### src/rtl/qick_vec2bit_pulse_if.sv
// Bundles the control vector inputs and per-channel outputs of the vec2bit splitter.
// The splitter is the slave; the tProcessor-side driver is the master.
interface qick_vec2bit_pulse_if #(
    parameter int IN_DW   = 16,
    parameter int OUT_QTY = 16,
    parameter int CNT_DW  = 8
);
    logic [IN_DW-1:0]   din;
    logic [OUT_QTY-1:0] mode_i;
    logic [CNT_DW-1:0]  len_i;
    logic [OUT_QTY-1:0] mask_i;
    logic [OUT_QTY-1:0] dout;
    logic [OUT_QTY-1:0] busy_o;

    modport master (output din, mode_i, len_i, mask_i, input dout, busy_o);
    modport slave  (input din, mode_i, len_i, mask_i, output dout, busy_o);
endinterface

### src/rtl/qick_vec2bit_pulse.sv
// Vector-to-bit splitter: each channel is a level follower or a retriggerable one-shot pulse.
// Latency din->dout 2 edges (4 with VEC2BIT_SYNC_EN, which adds a 2-flop din synchroniser).
// No backpressure: outputs update every cycle, inputs are never stalled.
module qick_vec2bit_pulse #(
    parameter int IN_DW   = 16,
    parameter int OUT_QTY = 16,
    parameter int CNT_DW  = 8
) (
    input  logic                  clk_i,
    input  logic                  rst_ni,
    qick_vec2bit_pulse_if.slave   bus
);

    typedef enum logic {IDLE = 1'b0, PULSE = 1'b1} state_t;

    logic [OUT_QTY-1:0] din_in;

`ifdef VEC2BIT_SYNC_EN
    logic [OUT_QTY-1:0] sync1, sync2;

    always_ff @(posedge clk_i) begin
        if (!rst_ni) begin
            sync1 <= '0;
            sync2 <= '0;
        end else begin
            sync1 <= bus.din[OUT_QTY-1:0];
            sync2 <= sync1;
        end
    end

    assign din_in = sync2;
`else
    assign din_in = bus.din[OUT_QTY-1:0];
`endif

    logic [OUT_QTY-1:0] s_q, p_q, rise;
    logic [OUT_QTY-1:0] dout_q, dout_d, busy;
    logic [CNT_DW-1:0]  len_eff;
    state_t             state_q [OUT_QTY];
    state_t             state_d [OUT_QTY];
    logic [CNT_DW-1:0]  cnt_q   [OUT_QTY];
    logic [CNT_DW-1:0]  cnt_d   [OUT_QTY];

    assign rise    = s_q & ~p_q;
    assign len_eff = (bus.len_i == '0) ? CNT_DW'(1) : bus.len_i;

    always_comb begin
        for (int k = 0; k < OUT_QTY; k++) begin
            state_d[k] = state_q[k];
            cnt_d[k]   = cnt_q[k];
            dout_d[k]  = dout_q[k];
            if (!bus.mask_i[k]) begin
                state_d[k] = IDLE;
                cnt_d[k]   = '0;
                dout_d[k]  = 1'b0;
            end else if (!bus.mode_i[k]) begin
                // Level mode also aborts any pulse left over from a mode switch.
                state_d[k] = IDLE;
                cnt_d[k]   = '0;
                dout_d[k]  = s_q[k];
            end else begin
                case (state_q[k])
                    IDLE: begin
                        cnt_d[k]  = '0;
                        dout_d[k] = 1'b0;
                        if (rise[k]) begin
                            state_d[k] = PULSE;
                            cnt_d[k]   = len_eff;
                            dout_d[k]  = 1'b1;
                        end
                    end
                    PULSE: begin
                        dout_d[k] = 1'b1;
                        if (rise[k]) begin
                            cnt_d[k] = len_eff;
                        end else if (cnt_q[k] <= CNT_DW'(1)) begin
                            state_d[k] = IDLE;
                            cnt_d[k]   = '0;
                            dout_d[k]  = 1'b0;
                        end else begin
                            cnt_d[k] = cnt_q[k] - CNT_DW'(1);
                        end
                    end
                    default: begin
                        state_d[k] = IDLE;
                        cnt_d[k]   = '0;
                        dout_d[k]  = 1'b0;
                    end
                endcase
            end
        end
    end

    always_ff @(posedge clk_i) begin
        if (!rst_ni) begin
            s_q    <= '0;
            p_q    <= '0;
            dout_q <= '0;
            for (int k = 0; k < OUT_QTY; k++) begin
                state_q[k] <= IDLE;
                cnt_q[k]   <= '0;
            end
        end else begin
            s_q    <= din_in;
            p_q    <= s_q;
            dout_q <= dout_d;
            for (int k = 0; k < OUT_QTY; k++) begin
                state_q[k] <= state_d[k];
                cnt_q[k]   <= cnt_d[k];
            end
        end
    end

    always_comb begin
        busy = '0;
        for (int k = 0; k < OUT_QTY; k++) begin
            busy[k] = (state_q[k] == PULSE);
        end
    end

    assign bus.dout   = dout_q;
    assign bus.busy_o = busy;

endmodule

### src/flat_wrapper.sv
// flat-port wrapper written by rule: the top's interface ports become plain ports
module qick_vec2bit_pulse_flat 
#(
    parameter int IN_DW   = 16,
    parameter int OUT_QTY = 16,
    parameter int CNT_DW  = 8
)
  (clk_i, rst_ni, bus_din, bus_mode_i, bus_len_i, bus_mask_i, bus_dout, bus_busy_o);
  qick_vec2bit_pulse_if #(.IN_DW(IN_DW), .OUT_QTY(OUT_QTY), .CNT_DW(CNT_DW)) bus_i ();
  input  logic clk_i;
  input  logic rst_ni;
  input wire logic [$bits(bus_i.din)-1:0] bus_din;
  input wire logic [$bits(bus_i.mode_i)-1:0] bus_mode_i;
  input wire logic [$bits(bus_i.len_i)-1:0] bus_len_i;
  input wire logic [$bits(bus_i.mask_i)-1:0] bus_mask_i;
  output wire logic [$bits(bus_i.dout)-1:0] bus_dout;
  output wire logic [$bits(bus_i.busy_o)-1:0] bus_busy_o;
  assign bus_i.din = bus_din;
  assign bus_i.mode_i = bus_mode_i;
  assign bus_i.len_i = bus_len_i;
  assign bus_i.mask_i = bus_mask_i;
  assign bus_dout = bus_i.dout;
  assign bus_busy_o = bus_i.busy_o;
  qick_vec2bit_pulse #(.IN_DW(IN_DW), .OUT_QTY(OUT_QTY), .CNT_DW(CNT_DW)) u_core (.clk_i(clk_i), .rst_ni(rst_ni), .bus(bus_i));
endmodule
### config.mk
export PLATFORM = sky130hd
export DESIGN_NAME = qick_vec2bit_pulse_flat
export DESIGN_NICKNAME = d
export VERILOG_FILES = /design/src/rtl/qick_vec2bit_pulse_if.sv /design/src/rtl/qick_vec2bit_pulse.sv /design/src/flat_wrapper.sv
export SDC_FILE = /design/constraint.sdc
export NUM_CORES = 1
export LEC_CHECK = 0
export CAP_MARGIN = 5
export CORE_UTILIZATION = 46
export CTS_CLUSTER_SIZE = 30
export DETAILED_ROUTE_END_ITERATION = 12
export PLACE_DENSITY = 0.7
export SETUP_SLACK_MARGIN = 0.15
export SYNTH_ARGS = -nofsm -noshare
export SYNTH_HDL_FRONTEND = slang
export SYNTH_SLANG_ARGS = --single-unit
### constraint.sdc
create_clock -name clk_i -period 1.76 [get_ports clk_i]
set_input_delay 0.528 -clock clk_i [delete_from_list [all_inputs] [get_ports clk_i]]
set_output_delay 0.528 -clock clk_i [all_outputs]
set_load 0.05 [all_outputs]
==> flow_metrics.env, run 1 <==
export IMPL_run_status="finished clean"
export IMPL_post_drt_wl_per_cell_um=15.8
export IMPL_p_int_mw=7.10
export IMPL_grt_pass1_wl_um=36200
export IMPL_critPathSlowestCell="or4_4"
export IMPL_grt_antenna_before_repair=0
export IMPL_power_density_nw_per_um2=757
export IMPL_fp_row_count=51
export IMPL_vias_per_cell=5.38
export IMPL_clockBufferDepth=2
export IMPL_hold_start="u_core.s_q[1]"
export IMPL_dieWidth_um=144
export IMPL_start_util_pct=47.3
export IMPL_slew_headroom_pct=51.5
export IMPL_utilization_pct=64.1
export IMPL_worst_slew_pin_slew_ps=726
export IMPL_dpl_cell_count=1383
export IMPL_finClkSkew_ps=9.43
export IMPL_power_mw=9.50
export IMPL_syn_inst=1013
export IMPL_slew_viol_final=0
export IMPL_cp_start_kind="flop"
export IMPL_drt_pre_antenna_iters=5
export IMPL_ys_types=36
export IMPL_pwr_share_seq_pct=47.3
export IMPL_antenna_left=0
export IMPL_max_stage_delay_ps=530
export IMPL_grt_max_degree=33
export IMPL_chipHeight_um=144
export IMPL_crit_path_max_fanout=8
export IMPL_r2r_start="u_core.cnt_q[0][68]"
export IMPL_synth_edf_count=0
export IMPL_cts_root_buf="clkbuf_16"
export IMPL_gp_congestion=0.819
export IMPL_whs_ps=483
export IMPL_rsz0062_at_grt="true"
export IMPL_placed_cell_area_um2=10900
export IMPL_p_clk_share_pct=41.1
export IMPL_drive_gt1_share_pct=31.4
export IMPL_synth_area_leader_cell="dfxtp_1"
export IMPL_synthFlopType="dfxtp_1"
export IMPL_hold_class="reg2reg"
export IMPL_syn_num_nets=1103
export IMPL_synth_seq_cells=192
export IMPL_grt_pass1_vias=7498
export IMPL_synth_top_cells_by_area="dfxtp_1 41%, xnor2_1 7.2%, a2bb2oi_1 4.7%, nor2_1 4.4%, ha_1 4.3%"
export IMPL_swShare_pct=25.3
export IMPL_arrival_ps=2020
export IMPL_power_net_switching_mw=2.40
export IMPL_cap_viol_max_count=0
export IMPL_final_cells=1448
export IMPL_core_area_um2=19600
export IMPL_area_growth_pct=35.5
export IMPL_synth_top_area_share_pct=41.5
export IMPL_startpoint="u_core.cnt_q[0][68]"
export IMPL_grt_usage_pct=22.1
export IMPL_drtIter0Drc=331
export IMPL_synth_most_common_cell="dfxtp_1"
export IMPL_leakagePower_nw=4.83
export IMPL_path_clk_slew_ps=70
export IMPL_setup_violations=0
export IMPL_yosysWarnings=0
export IMPL_min_to="u_core.bus.dout[1]"
export IMPL_comb_power_share_pct=11.6
export IMPL_ir_drop_mv=0.608
export IMPL_finalHoldViolCount=0
export IMPL_reg2reg_slack_ps=70
export IMPL_hpwl_um=14300
export IMPL_critPathKind="reg2reg"
export IMPL_io_pins=90
export IMPL_via_count=7785
export IMPL_drt_wl_total_um=22900
export IMPL_finalNetCount=1260
export IMPL_dieArea_um2=20700
export IMPL_rr_worst_depth=4
export IMPL_period_share_pct=96.1
export IMPL_clock_sinks=192
export IMPL_num_antenna_cells=0
export IMPL_synth_seq_area_share_pct=41.5
export IMPL_clock_fmax_mhz=591
export IMPL_crit_buf_inv=0
export IMPL_clkLatencyLatePin_ps=430
export IMPL_r2r_end="u_core.bus.dout[8]"
export IMPL_cp_cell_sequence="or4_4 -> o41a_4 -> a22oi_2 -> nor2_1"
export IMPL_holdBufCountCts=0
export IMPL_end_kind="flop"
export IMPL_cts_tree="yes"
export IMPL_layout_cell_area_non_filler_um2=12500
export IMPL_drc_errors=0
export IMPL_grt_overflow_total=0
export IMPL_synthTopCellsByCount="192 x dfxtp_1, 108 x nor2_1, 88 x nand2_1"
export IMPL_required_ps=2080
export IMPL_async_flop_share_pct=0
export IMPL_min_delay_path_depth=2
export IMPL_cts_buffers=17
export IMPL_fin_crit_ps=1690
export IMPL_htree_levels=4
export IMPL_portBuffers=89
export IMPL_synth_area_um2=9260
export IMPL_synth_avg_cell_area_um2=9.14
export IMPL_crit_family="compound AO/OA/AOI/OAI gates"
tightest hold or removal path: stages, from the launching register on:
cell and delay (ps):
dfxtp_1 330, nand2_1 60, a21oi_1 50
registers in the layout, indices dropped and copies added, names as in the netlist:
| signal | count |
|---|---|
| u_core.bus.dout | 16 |
| u_core.cnt_q | 128 |
| u_core.p_q | 16 |
| u_core.s_q | 16 |
| u_core.state_q | 16 |
routing by layer:
metal	GRT usage, %	wire [µm]
met3	4.17	859
met4	5.54	248
met2	37.0	11300
met1	29.1	10500
met5	0	0
cells in the final DEF, fill, tap and decap left out, drive strengths merged, types with 12 or more instances in the layout:
cell             n
o22a            12
xnor2           76
ha              32
a21oi           31
a2bb2oi         50
clkbuf          18
or4             14
o21bai          12
nor4            15
inv             53
nor2b           17
or2             14
a22oi           12
nor2           108
xor2            20
nand2           88
o311ai          18
nor3b           30
buf            136
nand2b          18
nor3            17
dfxtp          192
and2            32
o22ai           48
nand3           24
clkdlybuf4s50   56
o31ai           12
layout make-up:
cell class	count	area, µm²
clock buffers	18	439
clock inverters	14	155
fillers	1597	7040
inverters	48	180
multi-input cells	719	5670
flip-flops and latches	192	3910
well taps	265	332
repair buffers	192	1860
stage by stage:
step           TNS (ps)  worst slack (ps)
3_3_place_gp      -3680              -214
3_5_place_dp      -4180              -237
4_1_cts               0               103
5_1_grt               0              14.0
2_1_floorplan         0               142
6_report              0              68.2
timing repair:
item                                    CTS  global route
resized for setup                        74           121
pin swaps                                53            46
buffers inserted                         22            11
endpoints found under the setup margin  128           127
power by group through the flow:
stage / Clock, mW / Sequential [mW] / Combinational, mW
after CTS: 3.97 / 4.49 / 1.03
after global routing: 4.15 / 4.50 / 1.19
after floorplan: 0 / 4.62 / 0.561
after global placement: 0 / 4.59 / 0.975
after detailed placement: 0 / 4.59 / 0.985
final: 3.91 / 4.49 / 1.11
cells by family (layout without fill, tap and decap cells):
logic type	Yosys count	count (layout)	synth area share, %
DFF	192	192	41.5
adders and majority gates	32	32	4.32
and+or+nand+nor	378	378	20.9
AOI/OAI and AO/OA	213	213	19.4
buffers and inverters	102	272	4.81
xor gates and xnor gates	96	96	9.08
worst max path at each step:
stage | end | slack, ps | cells past startpoint
2_1_floorplan | u_core.cnt_q[0][21] | 140 | 5
3_3_place_gp | u_core.cnt_q[0][96] | -210 | 6
3_5_place_dp | u_core.cnt_q[0][112] | -240 | 6
4_1_cts | u_core.cnt_q[0][103] | 100 | 4
5_1_grt | u_core.bus.dout[9] | 10 | 4
6_report | u_core.bus.dout[8] | 70 | 4
Power figures use the tool's default switching activity.
==> inputs of run 2 (changes only) <==
- CTS_BUF_LIST: default -> sky130_fd_sc_hd__clkbuf_2 sky130_fd_sc_hd__clkbuf_4 sky130_fd_sc_hd__clkbuf_8
==> flow_metrics.env, run 2 (synthesis gave the netlist of run 1 again) <==
export IMPL_run_status="finished clean"
export IMPL_cts_root_buf="clkbuf_8"
export IMPL_cp_start_kind="flop"
export IMPL_power_mw=8.57
export IMPL_htree_levels=4
export IMPL_hold_class="in2reg"
export IMPL_drt_wl_total_um=22800
export IMPL_final_common_cell="dfxtp_1"
export IMPL_core_area_um2=19600
export IMPL_finalNetCount=1257
export IMPL_end_kind="flop"
export IMPL_clock_fmax_mhz=581
export IMPL_critPathKind="reg2reg"
export IMPL_clock_sinks=192
export IMPL_drive_gt1_share_pct=30.6
export IMPL_pwr_share_seq_pct=52.4
export IMPL_clkLatencyLatePin_ps=480
export IMPL_slew_headroom_pct=51.2
export IMPL_clockBufferDepth=2
export IMPL_holdBufCountCts=0
export IMPL_via_count=7765
export IMPL_gp_congestion=0.819
export IMPL_ir_drop_mv=0.492
export IMPL_largest_reg_flops=128
export IMPL_drc_errors=0
export IMPL_power_density_nw_per_um2=697
export IMPL_setup_violations=0
export IMPL_swShare_pct=26.9
export IMPL_grt_pass1_wl_um=35800
export IMPL_cap_viol_max_count=0
export IMPL_setup_tns_ps=0
export IMPL_layout_cell_area_non_filler_um2=12300
export IMPL_cts_tree="yes"
export IMPL_utilization_pct=62.8
export IMPL_area_growth_pct=32.7
export IMPL_io_pins=90
export IMPL_power_net_switching_mw=2.31
export IMPL_finalHoldViolCount=0
export IMPL_leakagePower_nw=4.72
export IMPL_dieArea_um2=20700
export IMPL_grt_antenna_before_repair=0
export IMPL_post_drt_wl_per_cell_um=15.7
export IMPL_slew_viol_final=0
export IMPL_antenna_left=0
export IMPL_p_clk_share_pct=34.8
export IMPL_placed_cell_area_um2=10900
export IMPL_dieWidth_um=144
export IMPL_grt_max_degree=33
export IMPL_rsz0062_at_grt="true"
export IMPL_fp_row_count=51
export IMPL_final_cell_mix="140 x dfxtp_1, 107 x nor2_1, 100 x buf_4"
export IMPL_drtIter0Drc=254
export IMPL_required_ps=2130
export IMPL_cp_cell_sequence="or4_4 -> o311ai_4 -> buf_6 -> a2bb2oi_2 -> nor2_1"
export IMPL_portBuffers=89
export IMPL_fillCellCount=1629
export IMPL_max_stage_delay_ps=570
export IMPL_drt_pre_antenna_iters=5
export IMPL_finClkSkew_ps=16.4
export IMPL_comb_power_share_pct=12.8
export IMPL_path_clk_slew_ps=110
export IMPL_largest_register="u_core.cnt_q"
export IMPL_hpwl_um=14300
export IMPL_chipHeight_um=144
export IMPL_grt_overflow_total=0
export IMPL_arrival_ps=2100
export IMPL_p_int_mw=6.26
export IMPL_fin_crit_ps=1720
export IMPL_cts_buffers=17
export IMPL_grt_pass1_vias=7342
export IMPL_vias_per_cell=5.37
export IMPL_crit_path_max_fanout=5
export IMPL_start_util_pct=47.3
export IMPL_num_antenna_cells=0
export IMPL_period_share_pct=97.9
export IMPL_worst_slew_pin_slew_ps=730
export IMPL_grt_usage_pct=22.0
export IMPL_critPathSlowestCell="or4_4"
-- run 2: changes by cell type in the layout (fill, tap and decap cells not counted), sizes merged --
cell,change
buf,-3
-- run 2: worst paths after layout --
path                             from                  end  slack (ps)  depth (start not counted)
setup / recovery  u_core.cnt_q[0][26]  u_core.cnt_q[0][25]          40                          5
hold / removal                 rst_ni   u_core.bus.dout[1]         470                          4
setup reg to reg  u_core.cnt_q[0][26]  u_core.cnt_q[0][25]          40                          5
hold reg to reg         u_core.s_q[1]   u_core.bus.dout[1]         490                          2
-- run 2: cell type report --
cell class	instances	area [µm²]	area share (%)
repair buffers	189	1840	15.0
flip-flops and latches	192	3930	31.9
well taps	265	332	2.70
inverters	48	180	1.47
multi-input cells	719	5610	45.6
clock buffers	18	248	2.01
clock inverters	14	155	1.26
-- run 2: timing repair --
action                     4_1_cts  5_1_grt
setup buffers                   19       11
hold endpoints to repair         0        0
resized for setup               82      110
setup endpoints to repair      131      130
pin swaps                       56       45
-- run 2: power groups by stage --
stage | logic [mW] | registers, mW | clock network (mW)
after detailed placement | 0.985 | 4.59 | 0
after CTS | 1.03 | 4.49 | 3.03
after global routing | 1.18 | 4.50 | 3.20
after global placement | 0.975 | 4.59 | 0
after floorplan | 0.561 | 4.62 | 0
final | 1.10 | 4.49 | 2.98
-- run 2: critical path, delay by kind of cell (launching register included) --
kind	cells	cell delay, ps
and+or+nand+nor	2	630
AOI/OAI and AO/OA	2	480
buffers and inverters	1	180
DFF	1	340
-- run 2: per-layer routing --
metal / vias to the layer above / part of all wire [%] / global-route usage, % / wire length [µm]
met5: - / 0 / 0 / 0
met4: 0 / 1.3 / 5.66 / 304
met3: 27 / 3.5 / 4.03 / 806
met2: 143 / 48 / 36.6 / 10900
met1: 3740 / 47 / 29.1 / 10700
li1: 3855 / - / - / -
-- run 2: per-stage QoR --
step                      std cells  worst slack, ps  hold slack [ps]
after detailed placement       1383             -237              469
after CTS                      1434             89.5              460
after global routing           1445            -6.56              482
after global placement         1383             -214              471
after floorplan                1013              142              445
final                          1445             37.6              472
==> inputs of run 3 (changes only) <==
- ABC_AREA: default -> 1
==> flow_metrics.env, run 3 <==
export IMPL_grt_antenna_before_repair=1
export IMPL_yosysWarnings=0
export IMPL_hpwl_um=14100
export IMPL_comb_power_share_pct=11.4
export IMPL_cts_tree="yes"
export IMPL_p_int_mw=6.16
export IMPL_drtIter0Drc=397
export IMPL_synth_seq_area_share_pct=40.5
export IMPL_drive_gt1_share_pct=15.4
export IMPL_pwr_share_seq_pct=53.4
export IMPL_end_kind="flop"
export IMPL_synth_most_common_cell="nand2_1"
export IMPL_largest_register="u_core.cnt_q"
export IMPL_rsz0062_at_grt="true"
export IMPL_ys_types=33
export IMPL_run_status="finished clean"
export IMPL_dieWidth_um=146
export IMPL_synth_area_leader_cell="dfxtp_1"
export IMPL_crit_path_max_fanout=4
export IMPL_period_share_pct=90.2
export IMPL_synth_area_um2=9500
export IMPL_cp_start_kind="flop"
export IMPL_clkLatencyLatePin_ps=490
export IMPL_synth_top_cells_by_area="dfxtp_1 40%, nand2_1 13%, a21oi_1 6.3%, inv_1 6.0%, nor2_1 5.6%"
export IMPL_vias_per_cell=4.91
export IMPL_fin_crit_ps=1590
export IMPL_setup_violations=0
export IMPL_clockBufferDepth=2
export IMPL_gp_congestion=0.841
export IMPL_drt_wl_total_um=21100
export IMPL_place_ws_ps=-103
export IMPL_htree_levels=4
export IMPL_worst_slew_pin_slew_ps=617
export IMPL_cts_buffers=17
export IMPL_via_count=8333
export IMPL_swShare_pct=26.4
export IMPL_final_common_cell="nand2_1"
export IMPL_synth_avg_cell_area_um2=7.24
export IMPL_clock_sinks=192
export IMPL_area_growth_pct=20.6
export IMPL_fp_row_count=52
export IMPL_syn_inst=1311
export IMPL_largest_reg_flops=128
export IMPL_ir_drop_mv=0.478
export IMPL_portBuffers=89
export IMPL_io_pins=90
export IMPL_synth_seq_cells=192
export IMPL_critPathKind="reg2reg"
export IMPL_chipHeight_um=146
export IMPL_power_net_switching_mw=2.21
export IMPL_slew_viol_final=0
export IMPL_synth_edf_count=0
export IMPL_leakagePower_nw=4.58
export IMPL_post_drt_wl_per_cell_um=12.5
export IMPL_cap_viol_max_count=0
export IMPL_synthTopCellsByCount="325 x nand2_1, 192 x dfxtp_1, 151 x inv_1"
export IMPL_grt_overflow_total=0
export IMPL_drc_errors=0
export IMPL_hold_class="reg2reg"
export IMPL_synth_top_area_share_pct=40.5
export IMPL_p_clk_share_pct=35.1
export IMPL_grt_max_degree=29
export IMPL_holdBufCountCts=0
export IMPL_grt_usage_pct=19.9
export IMPL_async_flop_share_pct=0
export IMPL_cts_root_buf="clkbuf_8"
export IMPL_grt_pass1_wl_um=34300
export IMPL_syn_num_nets=1401
export IMPL_finalNetCount=1503
export IMPL_slew_headroom_pct=58.7
export IMPL_antenna_left=0
export IMPL_power_density_nw_per_um2=730
export IMPL_dieArea_um2=21200
export IMPL_grt_pass1_vias=7447
export IMPL_drt_pre_antenna_iters=5
export IMPL_start_util_pct=46.9
export IMPL_fin_ws_ps=172
export IMPL_path_clk_slew_ps=100
export IMPL_synthFlopType="dfxtp_1"
export IMPL_final_cell_mix="316 x nand2_1, 175 x dfxtp_1, 145 x inv_1"
export IMPL_dpl_cell_count=1662
export IMPL_finalHoldViolCount=0
export IMPL_final_cells=1696
export IMPL_clock_fmax_mhz=630
export IMPL_core_area_um2=20200
export IMPL_num_antenna_cells=0
export IMPL_arrival_ps=2000
export IMPL_finClkSkew_ps=11.9
export IMPL_required_ps=2170
run 3: cell types whose count changed after synthesis, moves of 44 or more:
cell	previous run	this run
inv_1	48	151
nand2_1	88	325
xnor2_1	76	22
nand3_1	24	68
a2bb2oi_1	50	0
a21oi_1	31	120
run 3: path summary, 6_finish.rpt:
| kind | slack [ps] | end | from | cells past startpoint |
|---|---|---|---|---|
| max | 170 | u_core.cnt_q[0][125] | u_core.cnt_q[0][120] | 7 |
| min | 440 | u_core.p_q[4] | u_core.s_q[4] | 2 |
| max reg2reg | 170 | u_core.cnt_q[0][125] | u_core.cnt_q[0][120] | 7 |
| min reg2reg | 440 | u_core.p_q[4] | u_core.s_q[4] | 2 |
run 3: power groups by stage:
stage | combinational (mW) | sequential [mW] | clock (mW)
floorplan | 0.530 | 4.60 | 0
global placement | 0.925 | 4.57 | 0
detailed placement | 0.929 | 4.57 | 0
CTS | 0.937 | 4.47 | 3.02
global route | 1.05 | 4.48 | 3.20
finish | 0.955 | 4.47 | 2.94
run 3: logic make-up (layout without fill, tap and decap cells):
family / Yosys count / after routing / share of synthesized area [%]
AND/OR/NAND/NOR: 638 / 639 / 29.7
flip-flops: 192 / 192 / 40.5
AO/OA/AOI/OAI: 187 / 187 / 10.8
XOR/XNOR: 64 / 64 / 5.90
buffers and inverters: 198 / 312 / 8.89
adder cells (fa/ha/maj): 32 / 32 / 4.22
run 3: what timing repair did:
| item | CTS | global route |
|---|---|---|
| hold endpoints to repair | 0 | 0 |
| setup buffers | 0 | 1 |
| cloned | 0 | 1 |
| setup endpoints to repair | 24 | 121 |
| gates resized for setup | 7 | 62 |
| pin swaps | 0 | 13 |
run 3: cell type report:
| class | count | area [µm²] |
|---|---|---|
| fillers | 1875 | 8780 |
| well taps | 270 | 338 |
| inverters | 163 | 614 |
| repair buffers | 117 | 1240 |
| clock inverters | 12 | 133 |
| flip-flops and latches | 192 | 3870 |
| clock buffers | 20 | 269 |
| multi-input cells | 922 | 5000 |
run 3: routing by layer:
metal  GRT usage (%)  part of all wire, %
met2            34.1                   48
met5               0                0.062
met4            6.26                  1.5
met3            3.76                  3.6
met1            25.1                   47
run 3: worst max-delay path, stage by stage, from the launching register on:
cell	delay, ps
dfxtp_1	360
inv_1	80
ha_1	250
o21ai_0	200
nor2_1	120
nor2_2	230
nand4_1	140
a21oi_1	140
run 3: per-stage QoR:
step           utilization (%)  TNS, ps  hold slack (ps)  area [µm²]  power, mW
5_1_grt                   56.6        0              456       11500       8.73
3_3_place_gp              53.6     -942              430       10800       5.50
3_5_place_dp              53.6    -1180              430       10800       5.50
4_1_cts                   55.7        0              442       11300       8.42
2_1_floorplan                -        0              419        9500       5.13
6_report                  56.6        0              444       11500       8.36
